--- src/rtl/fifo_write_arbiter_pkg.sv ---
// Shared types, default sizes and the round-robin pick function for the FIFO
// write-port arbiter (the read side can reuse this package).
package fifo_arb_pkg;

    localparam int unsigned NREQ_DEF    = 4;
    localparam int unsigned DW_DEF      = 8;
    localparam int unsigned MAX_PKT_DEF = 16;
    localparam int unsigned RR_MAX      = 8;
    localparam int unsigned PTR_W       = 3;

    typedef enum logic {
        IDLE,
        XFER
    } arb_state_t;

    // Search upward from last_winner+1 with wrap; unused upper request bits
    // must be zero, so wrapping at RR_MAX gives the same order as at NREQ.
    function automatic logic [RR_MAX-1:0] rr_pick(input logic [RR_MAX-1:0] req,
                                                  input logic [PTR_W-1:0]  last_winner);
        logic [RR_MAX-1:0] gnt;
        logic [PTR_W-1:0]  idx;
        logic              found;
        gnt   = '0;
        found = 1'b0;
        for (int unsigned k = 1; k <= RR_MAX; k++) begin
            idx = last_winner + PTR_W'(k);
            if (!found && req[idx]) begin
                gnt[idx] = 1'b1;
                found    = 1'b1;
            end
        end
        return gnt;
    endfunction

endpackage

--- src/rtl/fifo_write_arbiter_if.sv ---
// Producer-side beat handshake bus shared by NREQ requesters.
interface fifo_write_arbiter_if #(
    parameter int unsigned NREQ = 4,
    parameter int unsigned DW   = 8
);
    logic [NREQ-1:0]    req_valid;
    logic [NREQ*DW-1:0] req_data;
    logic [NREQ-1:0]    req_last;
    logic [NREQ-1:0]    req_ready;

    modport master (output req_valid, output req_data, output req_last, input req_ready);
    modport slave  (input req_valid, input req_data, input req_last, output req_ready);
endinterface

--- src/rtl/fifo_write_arbiter_rr_arbiter_core.sv ---
// Round-robin pick with a registered last-winner pointer; the pointer moves
// only when upd_en is pulsed with the owner that just finished.
module rr_arbiter_core
    import fifo_arb_pkg::*;
#(
    parameter int unsigned NREQ = NREQ_DEF
) (
    input  logic            clk,
    input  logic            rst,
    input  logic [NREQ-1:0] req,
    input  logic            upd_en,
    input  logic [NREQ-1:0] upd_grant,
    output logic [NREQ-1:0] pick
);

    logic [PTR_W-1:0]  last_winner;
    logic [PTR_W-1:0]  upd_idx;
    logic [PTR_W-1:0]  pick_idx;
    logic [RR_MAX-1:0] req_ext;
    logic [RR_MAX-1:0] pick_ext;

    // Fold the full-width one-hot back to an index so the grant is rebuilt
    // at NREQ width for any legal NREQ.
    always_comb begin
        req_ext           = '0;
        req_ext[NREQ-1:0] = req;
        pick_ext          = rr_pick(req_ext, last_winner);
        pick_idx          = '0;
        for (int unsigned i = 0; i < RR_MAX; i++) begin
            if (pick_ext[i]) pick_idx = PTR_W'(i);
        end
        pick = (|pick_ext) ? (NREQ'(1) << pick_idx) : '0;
    end

    always_comb begin
        upd_idx = '0;
        for (int unsigned i = 0; i < NREQ; i++) begin
            if (upd_grant[i]) upd_idx = PTR_W'(i);
        end
    end

    always_ff @(posedge clk or posedge rst) begin
        if (rst) last_winner <= PTR_W'(NREQ - 1);
        else if (upd_en) last_winner <= upd_idx;
    end

endmodule

--- src/rtl/fifo_write_arbiter.sv ---
// Packet-locked round-robin arbiter for the write port of a dual-clock FIFO,
// with backpressure on full and a forced release after MAX_PKT beats.
module fifo_write_arbiter
    import fifo_arb_pkg::*;
#(
    parameter int unsigned NREQ    = NREQ_DEF,
    parameter int unsigned DW      = DW_DEF,
    parameter int unsigned MAX_PKT = MAX_PKT_DEF,
    parameter int unsigned CW      = $clog2(MAX_PKT)
) (
    input  logic                  clk,
    input  logic                  rst,
    fifo_write_arbiter_if.slave   req,
    input  logic                  fifo_full,
    output logic                  fifo_wen,
    output logic [DW-1:0]         fifo_wdata,
    output logic [NREQ-1:0]       grant,
    output logic                  busy,
    output logic                  pkt_done,
    output logic                  err_len
);

    arb_state_t      state, state_d;
    logic [NREQ-1:0] grant_d, pick, accept;
    logic [CW-1:0]   beat_cnt, beat_cnt_d;
    logic            pkt_done_d, err_len_d, upd_en;
    logic            acc_any, acc_last, at_max;

    assign accept        = (state == XFER && !fifo_full) ? (grant & req.req_valid) : '0;
    assign req.req_ready = (state == XFER && !fifo_full) ? grant : '0;
    assign acc_any       = |accept;
    assign acc_last      = |(accept & req.req_last);
    assign at_max        = (beat_cnt == CW'(MAX_PKT - 1));
    assign fifo_wen      = acc_any;
    assign busy          = (state == XFER);

    always_comb begin
        fifo_wdata = '0;
        for (int unsigned i = 0; i < NREQ; i++) begin
            if (grant[i]) fifo_wdata = fifo_wdata | req.req_data[i*DW +: DW];
        end
    end

    rr_arbiter_core #(.NREQ(NREQ)) u_rr (
        .clk       (clk),
        .rst       (rst),
        .req       (req.req_valid),
        .upd_en    (upd_en),
        .upd_grant (grant),
        .pick      (pick)
    );

    always_comb begin
        state_d    = state;
        grant_d    = grant;
        beat_cnt_d = beat_cnt;
        pkt_done_d = 1'b0;
        err_len_d  = err_len;
        upd_en     = 1'b0;
        unique case (state)
            IDLE: begin
                if (|req.req_valid) begin
                    grant_d    = pick;
                    beat_cnt_d = '0;
                    state_d    = XFER;
                end
            end
            XFER: begin
                if (acc_any) begin
                    if (acc_last || at_max) begin
                        state_d    = IDLE;
                        grant_d    = '0;
                        beat_cnt_d = '0;
                        pkt_done_d = 1'b1;
                        upd_en     = 1'b1;
                        if (!acc_last) err_len_d = 1'b1;
                    end else begin
                        beat_cnt_d = beat_cnt + CW'(1);
                    end
                end
            end
            default: state_d = IDLE;
        endcase
    end

    always_ff @(posedge clk or posedge rst) begin
        if (rst) begin
            state    <= IDLE;
            grant    <= '0;
            beat_cnt <= '0;
            pkt_done <= 1'b0;
            err_len  <= 1'b0;
        end else begin
            state    <= state_d;
            grant    <= grant_d;
            beat_cnt <= beat_cnt_d;
            pkt_done <= pkt_done_d;
            err_len  <= err_len_d;
        end
    end

endmodule
--- src/flat_wrapper.sv ---
// flat-port wrapper written by rule: the top's interface ports become plain ports
module fifo_write_arbiter_flat import fifo_arb_pkg::*;
#(
    parameter int unsigned NREQ    = NREQ_DEF,
    parameter int unsigned DW      = DW_DEF,
    parameter int unsigned MAX_PKT = MAX_PKT_DEF,
    parameter int unsigned CW      = $clog2(MAX_PKT)
)
  (clk, rst, fifo_full, fifo_wen, fifo_wdata, grant, busy, pkt_done, err_len, req_req_valid, req_req_data, req_req_last, req_req_ready);
  fifo_write_arbiter_if #(.NREQ(NREQ), .DW(DW)) req_i ();
  input  logic clk;
  input  logic rst;
  input  logic fifo_full;
  output logic fifo_wen;
  output logic [DW-1:0] fifo_wdata;
  output logic [NREQ-1:0] grant;
  output logic busy;
  output logic pkt_done;
  output logic err_len;
  input wire logic [$bits(req_i.req_valid)-1:0] req_req_valid;
  input wire logic [$bits(req_i.req_data)-1:0] req_req_data;
  input wire logic [$bits(req_i.req_last)-1:0] req_req_last;
  output wire logic [$bits(req_i.req_ready)-1:0] req_req_ready;
  assign req_i.req_valid = req_req_valid;
  assign req_i.req_data = req_req_data;
  assign req_i.req_last = req_req_last;
  assign req_req_ready = req_i.req_ready;
  fifo_write_arbiter #(.NREQ(NREQ), .DW(DW), .MAX_PKT(MAX_PKT), .CW(CW)) u_core (.clk(clk), .rst(rst), .req(req_i), .fifo_full(fifo_full), .fifo_wen(fifo_wen), .fifo_wdata(fifo_wdata), .grant(grant), .busy(busy), .pkt_done(pkt_done), .err_len(err_len));
endmodule
--- config.mk ---
export PLATFORM = sky130hd
export DESIGN_NAME = fifo_write_arbiter_flat
export DESIGN_NICKNAME = d
export VERILOG_FILES = /design/src/rtl/fifo_write_arbiter_pkg.sv /design/src/rtl/fifo_write_arbiter_if.sv /design/src/rtl/fifo_write_arbiter_rr_arbiter_core.sv /design/src/rtl/fifo_write_arbiter.sv /design/src/flat_wrapper.sv
export SDC_FILE = /design/constraint.sdc
export NUM_CORES = 1
export LEC_CHECK = 0
export CORE_UTILIZATION = 40
export DETAILED_ROUTE_END_ITERATION = 12
export PLACE_DENSITY = 0.89
export SYNTH_ARGS = -nofsm -noshare
export SYNTH_HDL_FRONTEND = slang
export SYNTH_SLANG_ARGS = --single-unit
--- constraint.sdc ---
create_clock -name clk -period 3.5 [get_ports clk]
set_clock_uncertainty 0.1 [all_clocks]
set_input_delay 0.875 -clock clk [delete_from_list [all_inputs] [get_ports clk]]
set_output_delay 0.875 -clock clk [all_outputs]
set_load 0.03 [all_outputs]
# After elaboration in Yosys (flattened, before gate mapping)
# Cells that the tools add are included.
# word_totals
inputBits	43
romBits	0
latch_bits	0
wordCells	160
output_inout_bits	20
mem_bits_rw	0
regBits	14
mem_count	0
# classes
n_eq_ne	4
div	0
n_reduce_logical	32
shifts	1
n_addsub	8
mux	79
bitwise	14
mul	0
n_lt_le_gt_ge	16
# op_table
operator	count
8-bit 2-to-1 mux	12
8-bit OR	10
4-bit 2-to-1 mux	9
3-bit by 4-bit less-than comparator with 1-bit output (second input constant)	8
1-bit 2-to-1 mux	31
1-bit binary-select mux with 3-bit select	8
1-bit demux with 3-bit select	8
3-bit by 1-bit >= comparator with 1-bit output (second input constant)	8
3-bit 2-to-1 mux	8
1-bit logical AND	16
4-bit case mux with 2 select lines	2
3-bit adder (second input constant)	4
4-bit OR reduction	3
4-bit bitwise AND	2
1-bit zero test	8
8-bit OR reduction	1
3-bit by 2-bit adder with 3-bit output (second input constant)	2
4-bit by 1-bit adder with 4-bit output (second input constant)	1
4-bit equality test (second input constant)	1
2-bit != test (second input constant)	2
4-bit AND reduction	1
1-bit by 3-bit left shift with 4-bit output (first input constant)	1
3-bit by 1-bit adder with 3-bit output (second input constant)	1
3-bit AND reduction	1
other kinds (5)	6

# Logic depth before layout (Yosys ltp)
# Gate-level depths: netlist of run 1.
# depth
word_depth	36
mapped_depth	13
ltp_nobuf	10

# By module
# A second synthesis of run 1 with hierarchy kept.
# hier_totals
cells_unflattened	198
hier_area_um2	1651.6
# modules_own_cells
mod	n_inst	seq_area_each_um2	area_per_inst_um2	cells_per_inst
rr_arbiter_core	1	52.6	883.3	106
fifo_write_arbiter	1	275.3	768.2	92

# Worst setup path before layout of run 1
# OpenSTA, ideal clock, no wires.
# synth_path
kind	reg-to-reg
startpoint	register u_core.u_rr.last_winner[0]
endpoint	register u_core.grant[1]
setup_time_ns	0.122
n_path_buf	3
slack_ns	-0.012
stages_incl_launch_ff	13
period_less_slack_ns	3.512
required_time_ns	3.278
arrival_time_ns	3.291
cell_sequence	dfstp_2 buf_6 clkbuf_8 inv_1 ha_1 buf_6 mux2_2 a221o_1 nor3b_4 a32oi_1 and3_1 a2111o_1 a32o_1
# synth_via
elab_chain_cells	36
elab_cells_between_ends	111
classes_between	add/sub (7); order compare (16); shift (1); mux (57); bitwise (7); reduce/logical (23)
# synth_rtl
item	line_no	source
start: declaration	fifo_write_arbiter_rr_arbiter_core.sv:16	logic [PTR_W-1:0] last_winner;
start signal: assignment	fifo_write_arbiter_rr_arbiter_core.sv:43	if (rst) last_winner <= PTR_W'(NREQ - 1);
start signal: assignment	fifo_write_arbiter_rr_arbiter_core.sv:44	else if (upd_en) last_winner <= upd_idx;
parallel branches: the longest is 24 deep, another holds 3-bit by 4-bit less-than comparator with 1-bit output	n/a	
8-bit 2-to-1 mux *	fifo_write_arbiter_pkg.sv:27	if (!found && req[idx]) begin
1-bit 2-to-1 mux	fifo_write_arbiter_rr_arbiter_core.sv:30	if (pick_ext[i]) pick_idx = PTR_W'(i);
3-bit 2-to-1 mux (6 in a row)	fifo_write_arbiter_rr_arbiter_core.sv:30	
1-bit by 3-bit left shift with 4-bit output	fifo_write_arbiter_rr_arbiter_core.sv:32	pick = (|pick_ext) ? (NREQ'(1) << pick_idx) : '0;
4-bit 2-to-1 mux *	fifo_write_arbiter_rr_arbiter_core.sv:32	
4-bit 2-to-1 mux *	fifo_write_arbiter.sv:62	if (|req.req_valid) begin
4-bit case mux with 2 select lines *	fifo_write_arbiter.sv:60	unique case (state)
end signal: assignment	fifo_write_arbiter.sv:95	grant <= grant_d;
end: declaration	fifo_write_arbiter.sv:17	output logic [NREQ-1:0] grant,
# Mark *: on every way between the ends. The select of a mux whose other input is x is not followed.
# A chain may end at the register's enable or synchronous reset.

# Worst setup path after layout of run 1
# layout_path
startpoint	input port fifo_full
endpoint	output port fifo_wen
# layout_via
elab_chain_cells	4
# layout_rtl
item	line_no	source
start: declaration	flat_wrapper.sv:13	input logic fifo_full;
1-bit zero test	fifo_write_arbiter.sv:29	assign accept = (state == XFER && !fifo_full) ? (grant & req.req_valid) : '0;
1-bit logical AND	fifo_write_arbiter.sv:29	
4-bit 2-to-1 mux	fifo_write_arbiter.sv:29	
4-bit OR reduction	fifo_write_arbiter.sv:31	assign acc_any = |accept;
end: declaration	flat_wrapper.sv:14	output logic fifo_wen;
# Every way passes these cells.

==> results of run 1 <==
[per-layer routing]
layer	routed length [um]	global-route usage, %	share of wire [%]
met1	2122	29.48	42
met2	2497	43.62	49
met3	430	4.401	8.4
met4	38	7.609	0.75
met5	0	0	0
[state kept, by name, summed over array words and instances, names as in the netlist]
signal / cells
u_core.beat_cnt: 4
u_core.busy: 1
u_core.err_len: 1
u_core.grant: 4
u_core.pkt_done: 1
u_core.u_rr.last_winner: 2
[path summary, 6_finish.rpt]
kind                                                         from                                endpoint  cells after the start
max                                                     fifo_full                                fifo_wen                      6
min                                    u_core.err_len$_DFFE_PP0P_              u_core.err_len$_DFFE_PP0P_                      1
max reg2reg                u_core.u_rr.last_winner[0]$_DFFE_PP1P_             u_core.grant[2]$_DFFE_PP0P_                     11
min reg2reg                            u_core.err_len$_DFFE_PP0P_              u_core.err_len$_DFFE_PP0P_                      1
max in group asynchronous                                     rst  u_core.u_rr.last_winner[1]$_DFFE_PP1P_                      2
min in group asynchronous                                     rst                   u_core.busy$_DFF_PP0_                      2
[area by class of cell]
cell class	count	area, um2	share of cell area (%)
multi-input combinational	154	1195	47.92
sequential	13	327.8	13.15
inverter	8	30.03	1.204
tap	48	60.06	2.408
clock buffer	4	45.04	1.806
timing repair buffer	89	835.8	33.52
[synthesized netlist by cell type, types with 3 or more instances]
cell	n	area, um2
and3_1	9	56.30
ha_1	9	112.6
nor2_1	12	45.04
inv_1	8	30.03
dfrtp_1	11	275.3
mux2_2	6	67.56
mux4_2	3	67.56
and3_2	3	22.52
nand2_1	20	75.07
a21oi_1	7	35.03
a221o_2	4	45.04
nor3_1	3	15.01
o21ai_0	6	30.03
a32o_1	3	30.03
and2_1	3	18.77
clkbuf_1	3	11.26
a22oi_1	23	172.7
nand3_1	4	20.02
[per-stage QoR]
stage          worst slack [ns]   TNS, ns  std cells  util, %  total power, uW
5_1_grt                -0.06543  -0.06543        316    66.61             1091
3_5_place_dp            -0.1964   -0.8434        312    64.47            862.5
3_3_place_gp            -0.1533   -0.6314        312    64.47            847.1
2_1_floorplan          0.008134         0        182        -            641.7
6_report               0.003317         0        316    66.61             1022
4_1_cts                0.004034         0        316    65.61             1002
[power breakdown]
group | internal [uW] | total, uW | leakage (uW) | switching, uW
Clock | 80.4 | 137 | 0.0000228 | 56.2
Combinational | 338 | 682 | 0.000966 | 345
Sequential | 179 | 203 | 0.000159 | 23.9
[cells by family (layout without fill, tap and decap cells)]
logic type / Yosys count / in the layout / synth area share [%]
AO/OA/AOI/OAI: 63 / 63 / 31.05
adder cells (fa/ha/maj): 9 / 9 / 7.076
buffers and inverters: 15 / 101 / 5.739
flip-flops: 13 / 13 / 20.60
multiplexers: 10 / 10 / 9.119
AND/OR/NAND/NOR: 72 / 72 / 26.41
[worst register-to-register path: stages, from the launching register on]
cell     delay [ns]
dfstp_2        0.53
inv_1          0.09
ha_1           0.45
mux2_2         0.41
a221o_1        0.36
nor3b_4        0.28
buf_4          0.17
a21oi_1        0.08
and3_2         0.24
a22oi_2        0.19
nand2_2        0.10
a32o_1         0.22
[what timing repair did]
action / CTS / global route
gates resized for setup: 2 / 10
pin swaps: 0 / 0
setup endpoints to repair: 2 / 7
==> flow_metrics.tcl, run 1 <==
set metrics [dict create \
    status "finished clean" \
    synth_edf_count 0 \
    nNetsFinal 321 \
    synth.avg_cell_area_um2 8.745 \
    io_buffers 62 \
    syn_inst 182 \
    die_x_um 65.08 \
    powerDensity_nw_per_um2 409.8 \
    cp_top_family "buffers and inverters" \
    die_area_um2 4235 \
    cp_cell_sequence "clkdlybuf4s50_1, nor2b_1, and3_1, nor4_2, inv_1, dlygate4sd2_1" \
    critPathArrivalTime_ns 2.52 \
    cp-start-kind "primary input" \
    post_drt_wl_per_cell_um 16.10 \
    slew_violations 0 \
    cts.path.max_buffers 2 \
    ys_warn_count 0 \
    first_iter_violations 69 \
    period_needed_ns 3.497 \
    layout_commonest_cell "clkdlybuf4s50_1" \
    max_freq_mhz 286.0 \
    r2r_slack_ns 0.16 \
    clock-sinks 13 \
    vias_per_cell 5.934 \
    cp_num_buf_inv 3 \
    cp_slowest_cell "clkdlybuf4s50_1" \
    ys_seq_elements 13 \
    drc 0 \
    critical_path_class "primary input to output pin" \
    clock_latency_ns 0.25 \
    p_leak_uw 0.001147 \
    drt-pass1-iter-count 4 \
    finalSetupViolCount 0 \
    ios 63 \
    num_antenna_cells 0 \
    ir_worst_vdd_uv 299.7 \
    max_stage_delay_ns 0.48 \
    cts_buffers 3 \
    cts_setup_buffers 0 \
    min_period_over_period_pct 99.91 \
    synth_cell_type_count 53 \
    synth-async-reset-ratio_pct 100.0 \
    synth_nets 234 \
    gr-total-overflow 0 \
    cts_hold_buf 0 \
    gp_congestion 0.9750 \
    antenna_found_initial 0 \
    endpoint_kind "output pin" \
    grt_pass1_vias 1798 \
    seq_area_frac_synth_pct 20.60 \
    cts_max_level 1 \
    grt_use_total_pct 24.46 \
    nFillCells 313 \
    tightest_slew_ns 0.5145 \
    hold_class "flop to flop" \
    cts_tree "built" \
    initial_core_util_pct 42.51 \
    final_cell_mix "54 x clkdlybuf4s50_1, 27 x buf_4, 22 x a22oi_1" \
    crit_required_ns 2.52 \
    dp_hpwl_um 3972 \
    fin_area_um2 2494 \
    synthFlopType "dfrtp_1" \
    grt_max_degree 19 \
    holdWs_ns 0.3810 \
    via_count 1875 \
    maxSlewHeadroom_pct 65.34 \
    path_clk_slew_ns 0.06 \
    grt_pass1_wl_um 8148 \
    hold_violations 0 \
    cp_max_fo 5 \
    cts_root_buf "clkbuf_8" \
    synth_area_um2 1592 \
    drive_above_1_share_pct 25.37 \
    core-area_um2 3744 \
    num_rows 22 \
    drt_wl_total_um 5089 \
    antenna_left 0 \
    areaGrowthSynthToFinish_pct 56.68 \
    postPlaceCellArea_um2 2414 \
    maxCapViolCount 0 \
    fp.dieH_um 65.08 \
]
No activity file was read; power rests on OpenSTA's default activity.
==> run 2, diff against run 1 <==
--- a/config.mk
+++ b/config.mk
@@ -5,9 +5,10 @@
 export SDC_FILE = /design/constraint.sdc
 export NUM_CORES = 1
 export LEC_CHECK = 0
-export CORE_UTILIZATION = 40
+export CORE_UTILIZATION = 66
 export DETAILED_ROUTE_END_ITERATION = 12
-export PLACE_DENSITY = 0.89
+export DONT_BUFFER_PORTS = 1
+export PLACE_DENSITY = 0.93
 export SYNTH_ARGS = -nofsm -noshare
 export SYNTH_HDL_FRONTEND = slang
 export SYNTH_SLANG_ARGS = --single-unit
==> constraint.sdc (replaced) <==
create_clock -name clk -period 4.2 [get_ports clk]
set_clock_uncertainty 0.1 [all_clocks]
set_input_delay 1.05 -clock clk [delete_from_list [all_inputs] [get_ports clk]]
set_output_delay 1.05 -clock clk [all_outputs]
set_load 0.03 [all_outputs]
==> run 2 against run 1 <==
Against the previous run:
- cell count shrank 34%
- power shrank 32%
- count of clock-buffer cells in the layout is the same
- first-iteration DRC count is the same
- sequential power shrank 9%
- register-to-register slack gained 0.34 ns
- critical path depth grew 3
- wire length shrank 18%
- global-route usage grew 9.8 points
- non-clock buffer count shrank 88
- critical path type is now flop to flop
==> flow_metrics.tcl, run 2 (same netlist as run 1, synthesis figures left out) <==
set metrics [dict create \
    status "finished clean" \
    nFillCells 163 \
    cts_hold_buf 0 \
    final_cell_mix "23 x a22oi_1, 20 x nand2_1, 12 x nor2_1" \
    setup_tns_ns 0 \
    grt_use_total_pct 34.28 \
    rsz0062_at_grt "false" \
    reg_top3 "u_core.beat_cnt: 4 flops, u_core.grant: 4 flops, u_core.u_rr.last_winner: 2 flops" \
    cp_cell_sequence "inv_1, ha_1, mux2_2, a221o_1, nor3b_4, a32oi_1, and3_1, a2111o_1, a32o_1" \
    ios 63 \
    cts_setup_buffers 0 \
    endpoint_kind "flop" \
    fp.dieH_um 51.11 \
    path_clk_slew_ns 0.08 \
    critical_path_class "flop to flop" \
    drive_above_1_share_pct 21.67 \
    grt_pass1_vias 1459 \
    hold_class "flop to flop" \
    io_buffers 0 \
    powerDensity_nw_per_um2 433.3 \
    hold_violations 0 \
    drc 0 \
    via_count 1560 \
    cts_resized 0 \
    antenna_left 0 \
    layout_commonest_cell "a22oi_1" \
    antenna_found_initial 0 \
    cp_max_fo 10 \
    fin_area_um2 1599 \
    tightest_slew_ns 0.8816 \
    maxSlewHeadroom_pct 40.78 \
    gp_congestion 0.9673 \
    maxCapViolCount 0 \
    core-area_um2 2233 \
    num_antenna_cells 0 \
    num_rows 17 \
    grt_max_degree 19 \
    drt-pass1-iter-count 4 \
    die_x_um 51.11 \
    r2r_slack_ns 0.50 \
    slew_violations 0 \
    cts_max_level 1 \
    cp_top_family "compound AO/OA/AOI/OAI gates" \
    drt_wl_total_um 4195 \
    holdCritStartpoint "u_core.beat_cnt[3]$_DFFE_PP0P_" \
    ir_worst_vdd_uv 455.5 \
    critPathLaunch "u_core.u_rr.last_winner[1]$_DFFE_PP1P_" \
    critPathArrivalTime_ns 3.79 \
    cts_root_buf "clkbuf_4" \
    clock_latency_ns 0.29 \
    post_drt_wl_per_cell_um 20.17 \
    p_leak_uw 0.0006842 \
    min_period_over_period_pct 88.21 \
    rr_startpoint "u_core.u_rr.last_winner[1]$_DFFE_PP1P_" \
    areaGrowthSynthToFinish_pct 0.4715 \
    period_needed_ns 3.705 \
    max_freq_mhz 269.9 \
    vias_per_cell 7.500 \
    first_iter_violations 69 \
    cp-start-kind "flop" \
    cp_slowest_cell "dfstp_2" \
    initial_core_util_pct 71.26 \
    dp_hpwl_um 3238 \
    die_area_um2 2612 \
    holdWs_ns 0.4643 \
    nNetsFinal 233 \
    cp_num_buf_inv 1 \
    clock-sinks 13 \
    finalSetupViolCount 0 \
    cts_tree "built" \
    cts_buffers 3 \
    cts.path.max_buffers 2 \
    gr-total-overflow 0 \
    max_stage_delay_ns 0.63 \
    crit_required_ns 4.29 \
    utilization_pct 71.60 \
    postPlaceCellArea_um2 1573 \
    grt_pass1_wl_um 6644 \
]
-- run 2: changes by cell type in the layout (fill, tap and decap cells not counted), sizes merged --
| cell | delta |
|---|---|
| clkdlybuf4s50 | -54 |
| dlygate4sd2 | -2 |
| dlymetal6s2s | -6 |
| buf | -26 |
-- run 2: worst min-delay path: cells and delay by family, from the launching register on --
family / cells / cell delay, ns
compound gates: 1 / 0.07
simple gates: 1 / 0.06
flops: 1 / 0.40
-- run 2: per-layer routing --
metal | track usage, % | up-vias | share of wire [%]
li1 | - | 710 | -
met1 | 41.71 | 725 | 38
met2 | 58.99 | 115 | 50
met3 | 7.440 | 10 | 9.8
met4 | 12.04 | 0 | 2.2
met5 | 0 | - | 0
-- run 2: final cells by class --
type / count / area (um2) / area share, %
multi-input cells: 154 / 1172 / 73.32
flip-flops and latches: 13 / 327.8 / 20.50
well taps: 28 / 35.03 / 2.191
inverters: 8 / 30.03 / 1.878
clock buffers: 4 / 26.28 / 1.643
repair buffers: 1 / 7.507 / 0.4695
-- run 2: where the power goes --
group,switching (uW),leakage (uW),internal (uW),total (uW)
Clock,45.4,0.0000150,37.0,82.5
Sequential,35.1,0.000159,149,184
Combinational,251,0.000510,175,427
-- run 2: final timing paths --
kind	cells past startpoint	endpoint
max	9	u_core.grant[1]$_DFFE_PP0P_
min reg2reg	2	u_core.beat_cnt[3]$_DFFE_PP0P_
min	2	u_core.beat_cnt[3]$_DFFE_PP0P_
min in group asynchronous	1	u_core.busy$_DFF_PP0_
max in group asynchronous	1	u_core.u_rr.last_winner[1]$_DFFE_PP1P_
max reg2reg	9	u_core.grant[1]$_DFFE_PP0P_
-- run 2: per-stage QoR --
stage                     std cells  power [uW]  setup slack (ns)
after floorplan                 182       535.0            0.6878
after global placement          204       584.5            0.6558
after detailed placement        204       600.9            0.5461
after CTS                       208       685.1            0.5267
after global routing            208       736.2            0.3079
final                           208       692.9            0.4953
==> run 3, diff against run 2 <==
==> constraint.sdc (replaced) <==
create_clock -name clk -period 4.4 [get_ports clk]
set_clock_uncertainty 0.1 [all_clocks]
set_input_delay 1.1 -clock clk [delete_from_list [all_inputs] [get_ports clk]]
set_output_delay 1.1 -clock clk [all_outputs]
set_load 0.03 [all_outputs]
==> run 3 against run 2 <==
Against the previous run:
- sequential power up 2%
- cell count down 0.48%
- register-to-register slack improved by 0.04 ns
- power is 6.6% lower
- sequential share of layout area up 0.097 points
- die area did not move
- critical path type unchanged
- largest power group unchanged
- highest routed layer unchanged
==> flow_metrics.tcl, run 3 (same netlist as run 1, synthesis figures left out) <==
set metrics [dict create \
    status "finished clean" \
    cts_setup_buffers 0 \
    tightest_slew_ns 0.9427 \
    powerDensity_nw_per_um2 406.6 \
    cts_root_buf "clkbuf_4" \
    die_area_um2 2612 \
    grt_use_total_pct 34.48 \
    cp_top_family "compound AO/OA/AOI/OAI gates" \
    setup_tns_ns 0 \
    gr-total-overflow 0 \
    maxSlewHeadroom_pct 36.67 \
    max_stage_delay_ns 0.78 \
    power.switching_uw 306.3 \
    cp_num_buf_inv 1 \
    critPathLaunch "u_core.u_rr.last_winner[0]$_DFFE_PP1P_" \
    finalSetupViolCount 0 \
    cts_tree "built" \
    min_period_over_period_pct 87.87 \
    crit_required_ns 4.49 \
    num_antenna_cells 0 \
    hold_violations 0 \
    drt_wl_total_um 4190 \
    dpl_worst_slack_ns 0.5696 \
    finalPower_uw 647.1 \
    ir_worst_vdd_uv 359.9 \
    path_clk_slew_ns 0.09 \
    areaGrowthSynthToFinish_pct 0.0002513 \
    final_cell_mix "23 x a22oi_1, 20 x nand2_1, 12 x nor2_1" \
    drt-pass1-iter-count 4 \
    nNetsFinal 232 \
    via_count 1568 \
    p_int_uw 340.8 \
    path_depth 9 \
    drive_above_1_share_pct 21.23 \
    utilization_pct 71.26 \
    drc 0 \
    layout_commonest_cell "a22oi_1" \
    post_drt_wl_per_cell_um 20.24 \
    nFillCells 183 \
    io_buffers 0 \
    cts_buffers 3 \
    rr_endpoint "u_core.grant[1]$_DFFE_PP0P_" \
    setup_ws_ns 0.5338 \
    grt_pass1_wl_um 6748 \
    antenna_found_initial 0 \
    num_rows 17 \
    endpoint_kind "flop" \
    clock_latency_ns 0.29 \
    cts_hold_buf 0 \
    vias_per_cell 7.575 \
    cts_resized 0 \
    p_leak_uw 0.0006788 \
    reg_top3 "u_core.beat_cnt: 4 flops, u_core.grant: 4 flops, u_core.u_rr.last_winner: 2 flops" \
    core-area_um2 2233 \
    clockPowerShare_pct 12.0 \
    r2r_slack_ns 0.53 \
    die_x_um 51.11 \
    fp.dieH_um 51.11 \
    hold_class "flop to flop" \
    maxCapViolCount 0 \
    grt_pass1_vias 1564 \
    seq_power_share_pct 29.1 \
    period_needed_ns 3.866 \
    critical_path_class "flop to flop" \
    clock-sinks 13 \
    grt_max_degree 20 \
    p_comb_share_pct 58.9 \
    rsz0062_at_grt "false" \
    slew_violations 0 \
    cp_slowest_cell "dfstp_2" \
    cp-start-kind "flop" \
    initial_core_util_pct 71.26 \
    first_iter_violations 61 \
    dp_hpwl_um 3214 \
    cp_max_fo 19 \
    rr_startpoint "u_core.u_rr.last_winner[0]$_DFFE_PP1P_" \
    cts_max_level 1 \
    antenna_left 0 \
    reg2reg_depth 9 \
    critPathArrivalTime_ns 3.95 \
    max_freq_mhz 258.7 \
    cts.path.max_buffers 2 \
    ios 63 \
    holdCritStartpoint "u_core.beat_cnt[1]$_DFFE_PP0P_" \
    power_switching_share_pct 47.33 \
    endpoint "u_core.grant[1]$_DFFE_PP0P_" \
    cp_cell_sequence "inv_1, ha_1, mux2_2, a221o_1, nor3b_4, a32oi_1, and3_1, a2111o_1, a32o_1" \
    gp_congestion 0.8783 \
]
-- run 3: power by group through the flow --
stage               combinational [uW]  sequential [uW]  clock [uW]
CTS                                375              187        76.7
floorplan                          342              169           0
finish                             381              188        77.6
detailed placement                 372              190           0
global route                       413              192        83.6
global placement                   366              185           0
-- run 3: routing by layer --
metal / routed length [um] / share of wire [%] / vias to the layer above / global-route usage, %
met2: 2078 / 50 / 120 / 61.62
met4: 161 / 3.8 / 0 / 20.37
met5: 0 / 0 / - / 0
li1: - / - / 708 / -
met1: 1550 / 37 / 719 / 36.35
met3: 400 / 9.5 / 21 / 8.036
-- run 3: layout make-up --
cell class,instances,area (um2),share of cell area (%)
clock buffer,4,26.28,1.651
tap,28,35.03,2.201
inverter,8,30.03,1.887
multi-input combinational,154,1172,73.66
sequential,13,327.8,20.60
-- run 3: metrics by stage --
| step | hold WS, ns | cells | area, um2 |
|---|---|---|---|
| 5_1_grt | 0.4582 | 207 | 1592 |
| 6_report | 0.4630 | 207 | 1592 |
| 3_5_place_dp | 0.4341 | 203 | 1565 |
| 3_3_place_gp | 0.4083 | 203 | 1565 |
| 2_1_floorplan | 0.3911 | 182 | 1592 |
| 4_1_cts | 0.4549 | 207 | 1592 |
-- run 3: worst register-to-register path, cell delays in order, from the launching register on --
cell	delay (ns)
dfstp_2	0.78
inv_1	0.19
ha_1	0.55
mux2_2	0.41
a221o_1	0.37
nor3b_4	0.36
a32oi_1	0.14
and3_1	0.19
a2111o_1	0.45
a32o_1	0.23
-- run 3: worst min path at each step --
stage,to,slack (ns),depth (start not counted)
floorplan,u_core.beat_cnt[1]$_DFFE_PP0P_,0.39,1
global route,u_core.beat_cnt[1]$_DFFE_PP0P_,0.46,1
CTS,u_core.beat_cnt[1]$_DFFE_PP0P_,0.45,1
global placement,u_core.beat_cnt[3]$_DFFE_PP0P_,0.41,2
detailed placement,u_core.beat_cnt[1]$_DFFE_PP0P_,0.43,1
finish,u_core.beat_cnt[1]$_DFFE_PP0P_,0.46,1
